### config.mk
export PLATFORM = sky130hd
export DESIGN_NAME = sigma_mailbox_flat
export DESIGN_NICKNAME = d
export VERILOG_FILES = /design/src/rtl/sigma_mailbox_pkg.sv /design/src/rtl/sigma_mailbox_if.sv /design/src/rtl/sigma_mailbox_fifo.sv /design/src/rtl/sigma_mailbox.sv /design/src/flat_wrapper.sv
export SDC_FILE = /design/constraint.sdc
export NUM_CORES = 1
export LEC_CHECK = 0
export ABC_AREA = 1
export BUFFER_PORTS_ARGS = -buffer_cell sky130_fd_sc_hd__clkbuf_2
export CORE_ASPECT_RATIO = 0.75
export CORE_MARGIN = 2
export CORE_UTILIZATION = 45
export CTS_BUF_LIST = sky130_fd_sc_hd__clkbuf_8 sky130_fd_sc_hd__clkbuf_16
export DETAILED_ROUTE_END_ITERATION = 6
export GPL_TIMING_DRIVEN = 0
export MAX_ROUTING_LAYER = met4
export PLACE_DENSITY = 0.65
export RECOVER_POWER = 25
export SLEW_MARGIN = 40
export SYNTH_ARGS = -nofsm -noshare
export SYNTH_HDL_FRONTEND = slang
export SYNTH_HIERARCHICAL = 1
export SYNTH_SLANG_ARGS = --single-unit
### constraint.sdc
create_clock -name clk_i -period 3.45 [get_ports clk_i]
set_input_delay 0.1725 -clock clk_i [delete_from_list [all_inputs] [get_ports clk_i]]
set_output_delay 0.1725 -clock clk_i [all_outputs]
set_load 0.02 [all_outputs]
### src/rtl/sigma_mailbox_pkg.sv
// Shared constants for the sigma mailbox: register indices decoded from
// bus address bits [4:2] and the bit layout of the STATUS word.
package sigma_mailbox_pkg;

    localparam logic [2:0] REG_TXDATA = 3'd0;
    localparam logic [2:0] REG_RXDATA = 3'd1;
    localparam logic [2:0] REG_STATUS = 3'd2;
    localparam logic [2:0] REG_IRQ_EN = 3'd3;
    localparam logic [2:0] REG_THRESH = 3'd4;

    localparam int ST_EMPTY     = 0;
    localparam int ST_FULL      = 1;
    localparam int ST_OVF       = 2;
    localparam int ST_UNF       = 3;
    localparam int ST_COUNT_LSB = 8;
    localparam int ST_COUNT_MSB = 16;

    localparam int THRESH_W = 9;

endpackage

### src/rtl/sigma_mailbox_if.sv
// Crossbar slave-port bundle for the sigma mailbox; master drives requests,
// slave returns ack and the delayed read response.
interface sigma_mailbox_if;

    logic        req;
    logic        we;
    logic [31:0] addr;
    logic [3:0]  be;
    logic [31:0] wdata;
    logic        ack;
    logic        resp;
    logic [31:0] rdata;

    modport master (
        output req, we, addr, be, wdata,
        input  ack, resp, rdata
    );

    modport slave (
        input  req, we, addr, be, wdata,
        output ack, resp, rdata
    );

endinterface

### src/rtl/sigma_mailbox_fifo.sv
// Word FIFO behind the mailbox. Storage is deliberately left unreset; only
// pointers and the occupancy count return to zero.
module sigma_mailbox_fifo #(
    parameter int DEPTH = 8
) (
    input  logic                     clk,
    input  logic                     rst,
    input  logic                     push,
    input  logic                     pop,
    input  logic [31:0]              wdata,
    output logic [31:0]              rdata,
    output logic [$clog2(DEPTH):0]   count,
    output logic                     empty,
    output logic                     full
);

    localparam int AW = $clog2(DEPTH);
    localparam logic [AW-1:0] PTR_ONE   = AW'(1);
    localparam logic [AW:0]   CNT_ONE   = (AW+1)'(1);
    localparam logic [AW:0]   CNT_DEPTH = (AW+1)'(DEPTH);

    logic [31:0]   mem_r [DEPTH];
    logic [AW-1:0] wptr_r;
    logic [AW-1:0] rptr_r;
    logic [AW:0]   count_r;
    logic          do_push_s;
    logic          do_pop_s;

    assign empty     = (count_r == '0);
    assign full      = (count_r == CNT_DEPTH);
    assign do_push_s = push & ~full;
    assign do_pop_s  = pop & ~empty;
    assign count     = count_r;
    assign rdata     = mem_r[rptr_r];

    // Pointer and occupancy bookkeeping; pointers wrap naturally at DEPTH.
    always_ff @(posedge clk or posedge rst) begin
        if (rst) begin
            wptr_r  <= '0;
            rptr_r  <= '0;
            count_r <= '0;
        end else begin
            if (do_push_s) begin
                wptr_r <= wptr_r + PTR_ONE;
            end
            if (do_pop_s) begin
                rptr_r <= rptr_r + PTR_ONE;
            end
            case ({do_push_s, do_pop_s})
                2'b10:   count_r <= count_r + CNT_ONE;
                2'b01:   count_r <= count_r - CNT_ONE;
                default: count_r <= count_r;
            endcase
        end
    end

    // Data array write port.
    always_ff @(posedge clk) begin
        if (do_push_s) begin
            mem_r[wptr_r] <= wdata;
        end
    end

endmodule

### src/rtl/sigma_mailbox.sv
// Sigma mailbox top: register decode, sticky OVF/UNF flags, THRESH/IRQ_EN
// and the interrupt. Interrupt logic is built only with SIGMA_MAILBOX_IRQ_EN.
module sigma_mailbox
    import sigma_mailbox_pkg::*;
#(
    parameter int DEPTH      = 8,
    parameter int THRESH_RST = 1
) (
    input  logic              clk_i,
    input  logic              rst_i,
    sigma_mailbox_if.slave    bus,
    output logic              irq_o
);

    localparam int CW = $clog2(DEPTH) + 1;

    logic [2:0]          idx_s;
    logic                rd_s;
    logic                wr_s;
    logic                push_s;
    logic                pop_s;
    logic                ovf_set_s;
    logic                unf_set_s;
    logic                st_clr_s;
    logic                thresh_wr_s;
    logic [31:0]         fifo_rdata_s;
    logic [CW-1:0]       count_s;
    logic [THRESH_W-1:0] count9_s;
    logic                empty_s;
    logic                full_s;
    logic [1:0]          irq_en_s;
    logic [31:0]         status_s;
    logic [31:0]         rdata_s;
    logic                ovf_r;
    logic                unf_r;
    logic [THRESH_W-1:0] thresh_r;
    logic                resp_r;
    logic [31:0]         rdata_r;
    logic                unused_s;

    assign idx_s     = bus.addr[4:2];
    assign rd_s      = bus.req & ~bus.we;
    assign wr_s      = bus.req & bus.we;
    assign push_s    = wr_s & (idx_s == REG_TXDATA) & ~full_s;
    assign ovf_set_s = wr_s & (idx_s == REG_TXDATA) & full_s;
    assign pop_s     = rd_s & (idx_s == REG_RXDATA) & ~empty_s;
    assign unf_set_s = rd_s & (idx_s == REG_RXDATA) & empty_s;
    assign st_clr_s  = wr_s & (idx_s == REG_STATUS) & bus.be[0];
    assign thresh_wr_s = wr_s & (idx_s == REG_THRESH);
    assign count9_s  = THRESH_W'(count_s);
    assign unused_s  = ^{bus.addr[31:5], bus.addr[1:0], bus.be[3:2]};

    assign bus.ack   = bus.req;
    assign bus.resp  = resp_r;
    assign bus.rdata = rdata_r;

    sigma_mailbox_fifo #(
        .DEPTH (DEPTH)
    ) u_fifo (
        .clk   (clk_i),
        .rst   (rst_i),
        .push  (push_s),
        .pop   (pop_s),
        .wdata (bus.wdata),
        .rdata (fifo_rdata_s),
        .count (count_s),
        .empty (empty_s),
        .full  (full_s)
    );

    // STATUS word assembled from current (pre-update) state.
    always_comb begin
        status_s                            = 32'd0;
        status_s[ST_EMPTY]                  = empty_s;
        status_s[ST_FULL]                   = full_s;
        status_s[ST_OVF]                    = ovf_r;
        status_s[ST_UNF]                    = unf_r;
        status_s[ST_COUNT_MSB:ST_COUNT_LSB] = count9_s;
    end

    // Read data mux; an empty RXDATA read returns zero.
    always_comb begin
        rdata_s = 32'd0;
        case (idx_s)
            REG_TXDATA: rdata_s = 32'd0;
            REG_RXDATA: begin
                if (empty_s) begin
                    rdata_s = 32'd0;
                end else begin
                    rdata_s = fifo_rdata_s;
                end
            end
            REG_STATUS: rdata_s = status_s;
            REG_IRQ_EN: rdata_s = {30'd0, irq_en_s};
            REG_THRESH: rdata_s = {23'd0, thresh_r};
            default:    rdata_s = 32'd0;
        endcase
    end

    // Sticky flags: a set in the same cycle as a clear takes priority.
    always_ff @(posedge clk_i or posedge rst_i) begin
        if (rst_i) begin
            ovf_r <= 1'b0;
            unf_r <= 1'b0;
        end else begin
            if (ovf_set_s) begin
                ovf_r <= 1'b1;
            end else if (st_clr_s && bus.wdata[ST_OVF]) begin
                ovf_r <= 1'b0;
            end
            if (unf_set_s) begin
                unf_r <= 1'b1;
            end else if (st_clr_s && bus.wdata[ST_UNF]) begin
                unf_r <= 1'b0;
            end
        end
    end

    // THRESH register; bit 8 sits in the second byte lane.
    always_ff @(posedge clk_i or posedge rst_i) begin
        if (rst_i) begin
            thresh_r <= THRESH_RST[THRESH_W-1:0];
        end else if (thresh_wr_s) begin
            if (bus.be[0]) begin
                thresh_r[7:0] <= bus.wdata[7:0];
            end
            if (bus.be[1]) begin
                thresh_r[8] <= bus.wdata[8];
            end
        end
    end

    // Read response: one cycle after acceptance, data zero when idle.
    always_ff @(posedge clk_i or posedge rst_i) begin
        if (rst_i) begin
            resp_r  <= 1'b0;
            rdata_r <= 32'd0;
        end else begin
            resp_r  <= rd_s;
            rdata_r <= rd_s ? rdata_s : 32'd0;
        end
    end

`ifdef SIGMA_MAILBOX_IRQ_EN
    logic [1:0] irq_en_r;
    logic       irq_r;

    assign irq_en_s = irq_en_r;
    assign irq_o    = irq_r;

    // Interrupt enable register and registered level interrupt.
    always_ff @(posedge clk_i or posedge rst_i) begin
        if (rst_i) begin
            irq_en_r <= 2'b00;
            irq_r    <= 1'b0;
        end else begin
            if (wr_s && (idx_s == REG_IRQ_EN) && bus.be[0]) begin
                irq_en_r <= bus.wdata[1:0];
            end
            irq_r <= (irq_en_r[0] & ~empty_s) |
                     (irq_en_r[1] & (count9_s >= thresh_r));
        end
    end
`else
    assign irq_en_s = 2'b00;
    assign irq_o    = 1'b0;
`endif

endmodule

### src/flat_wrapper.sv
// flat-port wrapper written by rule: the top's interface ports become plain ports
module sigma_mailbox_flat import sigma_mailbox_pkg::*;
#(
    parameter int DEPTH      = 8,
    parameter int THRESH_RST = 1
)
  (clk_i, rst_i, irq_o, bus_req, bus_we, bus_addr, bus_be, bus_wdata, bus_ack, bus_resp, bus_rdata);
  sigma_mailbox_if bus_i ();
  input  logic clk_i;
  input  logic rst_i;
  output logic irq_o;
  input wire logic [$bits(bus_i.req)-1:0] bus_req;
  input wire logic [$bits(bus_i.we)-1:0] bus_we;
  input wire logic [$bits(bus_i.addr)-1:0] bus_addr;
  input wire logic [$bits(bus_i.be)-1:0] bus_be;
  input wire logic [$bits(bus_i.wdata)-1:0] bus_wdata;
  output wire logic [$bits(bus_i.ack)-1:0] bus_ack;
  output wire logic [$bits(bus_i.resp)-1:0] bus_resp;
  output wire logic [$bits(bus_i.rdata)-1:0] bus_rdata;
  assign bus_i.req = bus_req;
  assign bus_i.we = bus_we;
  assign bus_i.addr = bus_addr;
  assign bus_i.be = bus_be;
  assign bus_i.wdata = bus_wdata;
  assign bus_ack = bus_i.ack;
  assign bus_resp = bus_i.resp;
  assign bus_rdata = bus_i.rdata;
  sigma_mailbox #(.DEPTH(DEPTH), .THRESH_RST(THRESH_RST)) u_core (.clk_i(clk_i), .rst_i(rst_i), .bus(bus_i), .irq_o(irq_o));
endmodule
==> results by group <==
Yosys
  – Synth cell types: 28
  – Largest cells by area after synthesis: edfxtp_1 57%, nand2_1 13%, dfrtp_1 9.8%, nor2_1 7.7%, inv_1 4.7%
  – Avg Inst Size Synth: between 9 and 10 µm²
  – Post-Synth Simple-Gate Area: 0.241
  – Mapped cell area: between 10000 and 15000 µm²
  – Synth Area in Compound Gates: 0.00444
  – Synth Area in XOR/XNOR: 0.00388
  – Mux cell area share after synthesis: 0
  – Largest family of logic cells by synthesized area: simple AND/OR/NAND/NOR gates
  – Register area share after synthesis: 0.668
  – Synth Instances: between 1k and 1.5k
  – Syn Nets: about 1.5k
  – Synth area leader: edfxtp_1
  – YS warnings: 6
  – #FFs+latches synth: 310
  – Area share of the largest cell type after synthesis: 0.568
  – Post-Synth Adder-Cell Area: 0.00610

Finish
  – Fill cells: about 2.6k
  – Antenna diodes: 0
  – Reg area: 9040 µm²
  – Nets: approximately 1.7k
  – Area taken by multi-input logic gates: between 3000 and 4000 µm²
  – Share of post-route cells with drive strength above 1: 0.143
  – Layout area overhead: 18.9%

Clock network
  – CTS clk-pin slew, worst paths: approximately 60 ps
  – H-Tree Depth: 1
  – Clk Tree Root Cell: clkbuf_16
  – TritonCTS clock tree: built
  – Postcts setup bufs: 0
  – Clock Sinks: 310
  – Clock Latency Late Sink: approximately 550 ps
  – TritonCTS Buffers: 31
  – Longest Clk Path Bufs: 3

Worst setup path
  – CP endpoint kind: flop
  – Arr. time, crit path: between 3000 and 4000 ps
  – Crit path max fanout: 10
  – Req. time, crit path: around 3900 ps
  – Setup CP Type: reg -> reg
  – Startpoint types: flop

Placed design
  – DP HPWL: 22000 µm
  – # port buffers: 73
  – GPL Wtd Cong: 0.893

Routing
  – Post-route ant nets: 0
  – DR iter-0 viols: between 800 and 900
  – DRC: 0
  – Via density: 4.79
  – Vias: approximately 9.6k
  – Routed WL per cell: between 15 and 20 µm
  – Total routed wirelength: roughly 32000 µm
  – Pre-antenna DRT Iters: 5

Global route
  – Tot GR Track Use: 0.213
  – Vias in the first global route: around 9.0k
  – First-pass GRT wire length: 50100 µm
  – Total congestion overflow: 0
  – Initial antenna violation count: 0
  – Largest net degree at the start of global routing: 29

Floorplanning
  – Height of the chip: 154 µm
  – Die ar.: approximately 31000 µm²
  – IO Count: around 110
  – Row cnt: 54
  – Core ar.: just under 30000 µm²
  – Die W: 204 µm
  – Initial Util: 0.461

Timing
  – Fmax: between 0.3 and 0.4 GHz
  – Final hold vios: 0
  – Slew @ Worst Pin: around 1100 ps
  – Clock skew: roughly 12 ps
  – Fin crit share: 0.840
  – Slew Viols, Final: 0
  – Slew margin rel.: 0.258
  – Final setup vio count: 0
  – Setup TNS Final: 0 ps
  – Tmin final: roughly 2900 ps
  – Unrepaired setup endpoints after global routing: no

Power
  – Peak supply drop: between 0.3 and 0.4 mV
  – Final total power: between 10000 and 15000 µW
  – Power per cell area: roughly 640 nW/µm²
  – Lkg Pwr: roughly 0.0073 µW

Worst hold path
  – Tightest Hold Check Type: in -> reg

Run status
  – Run status: completed

Run
  – Max cap viols: 0
-- flip-flops by register name, indices dropped and copies added, names as in the netlist --
register / flops
u_core/bus.rdata: 32
u_core/bus.resp: 1
u_core/ovf_r: 1
u_core/thresh_r: 9
u_core/u_fifo/count: 4
u_core/u_fifo/mem_r: 256
u_core/u_fifo/rptr_r: 3
u_core/u_fifo/wptr_r: 3
u_core/unf_r: 1
-- per-stage QoR --
step	cell area, µm²	setup WS, ps	std cells	hold WS [ps]	utilization
finish	16100	550	2001	31.2	0.549
global route	16100	294	2001	41.6	0.549
CTS	16100	543	2001	5.16	0.549
detailed placement	14800	554	1909	160	0.504
global placement	14400	-2840	1863	199	0.491
floorplan	13500	-242	1398	12.7	-
-- layout make-up --
class	instances	area share
well taps	392	0.0305
clock buffers	37	0.0534
repair buffers	154	0.0639
inverters	176	0.0411
plain buffers	59	0.0234
flip-flops and latches	310	0.562
multi-input cells	853	0.217
clock inverters	20	0.00856
-- synth_stat cells --
cell	count
o21ai_0	5
ha_1	5
or2_2	1
nand3_1	22
dfrtp_1	53
clkbuf_1	7
nor2_4	1
buf_1	9
nand2_1	482
edfxtp_1	256
a21oi_1	7
buf_6	13
nor3_1	8
buf_2	22
fa_1	1
nand3_2	1
xnor2_1	4
inv_2	6
nor3_2	1
inv_1	170
nand2_2	1
nand4_1	14
buf_4	8
nor2_1	277
conb_1	1
nor2_2	20
xor2_1	2
dfstp_2	1
-- placed cells by master (no fill, tap or decap), drive strengths merged, types with 9 or more instances in the layout --
cell type,instances
nand3,23
nand2,483
nand4,14
buf,98
inv,184
dlygate4sd3,35
nor2,298
edfxtp,256
clkbuf,117
nor3,9
dfrtp,53
clkinv,9
-- power breakdown --
part	total, µW	switching [µW]	internal [µW]
Combinational	2730	1850	877
Clock	3260	1360	1900
Sequential	4260	88.5	4170
Total	10200	3310	6940
-- kinds of logic after synthesis --
group                      count (synthesis)
AOI/OAI and AO/OA                         12
and+or+nand+nor                          828
other                                      1
adders and majority gates                  6
xor gates and xnor gates                   6
DFF                                      310
buffers and inverters                    235
-- path summary, 6_finish.rpt --
kind | start | to | slack (ps) | cells past startpoint
max | u_core/u_fifo/count[0] | u_core/u_fifo/count[3] | 550 | 16
min | bus_addr[2] | u_core/unf_r | 30 | 5
max reg2reg | u_core/u_fifo/count[0] | u_core/u_fifo/count[3] | 550 | 16
min reg2reg | u_core/thresh_r[0] | u_core/thresh_r[0] | 470 | 2
max in group asynchronous | rst_i | u_core/bus.rdata[12] | 2410 | 4
min in group asynchronous | rst_i | u_core/u_fifo/count[3] | 180 | 3
-- repair_timing --
| action | in CTS | in global routing |
|---|---|---|
| resized for setup | 0 | 0 |
| endpoints found under the hold margin | 314 | 0 |
| hold buffers | 35 | 0 |
-- critical path, stage by stage, from the launching register on --
cell and delay, ps:
dfrtp_1 460, nor2_1 160, nand3_1 160, inv_1 140, inv_1 90, nand3_2 130
buf_6 220, inv_2 40, nand2_1 150, inv_1 140, ha_1 260, ha_1 320
or2_2 320, nand2_1 80, nand2_1 40, nand3_1 60, nand2_1 50
-- layer usage --
metal | GRT usage | part of all wire | routed length (µm) | vias to the layer above
li1 | - | - | - | 4713
met1 | 0.310 | 0.47 | 14900 | 4541
met2 | 0.317 | 0.44 | 14100 | 274
met3 | 0.0310 | 0.065 | 2070 | 54
met4 | 0.0490 | 0.022 | 695 | 0
met5 | - | 0 | 0 | -
No activity file was read; power rests on OpenSTA's default activity.
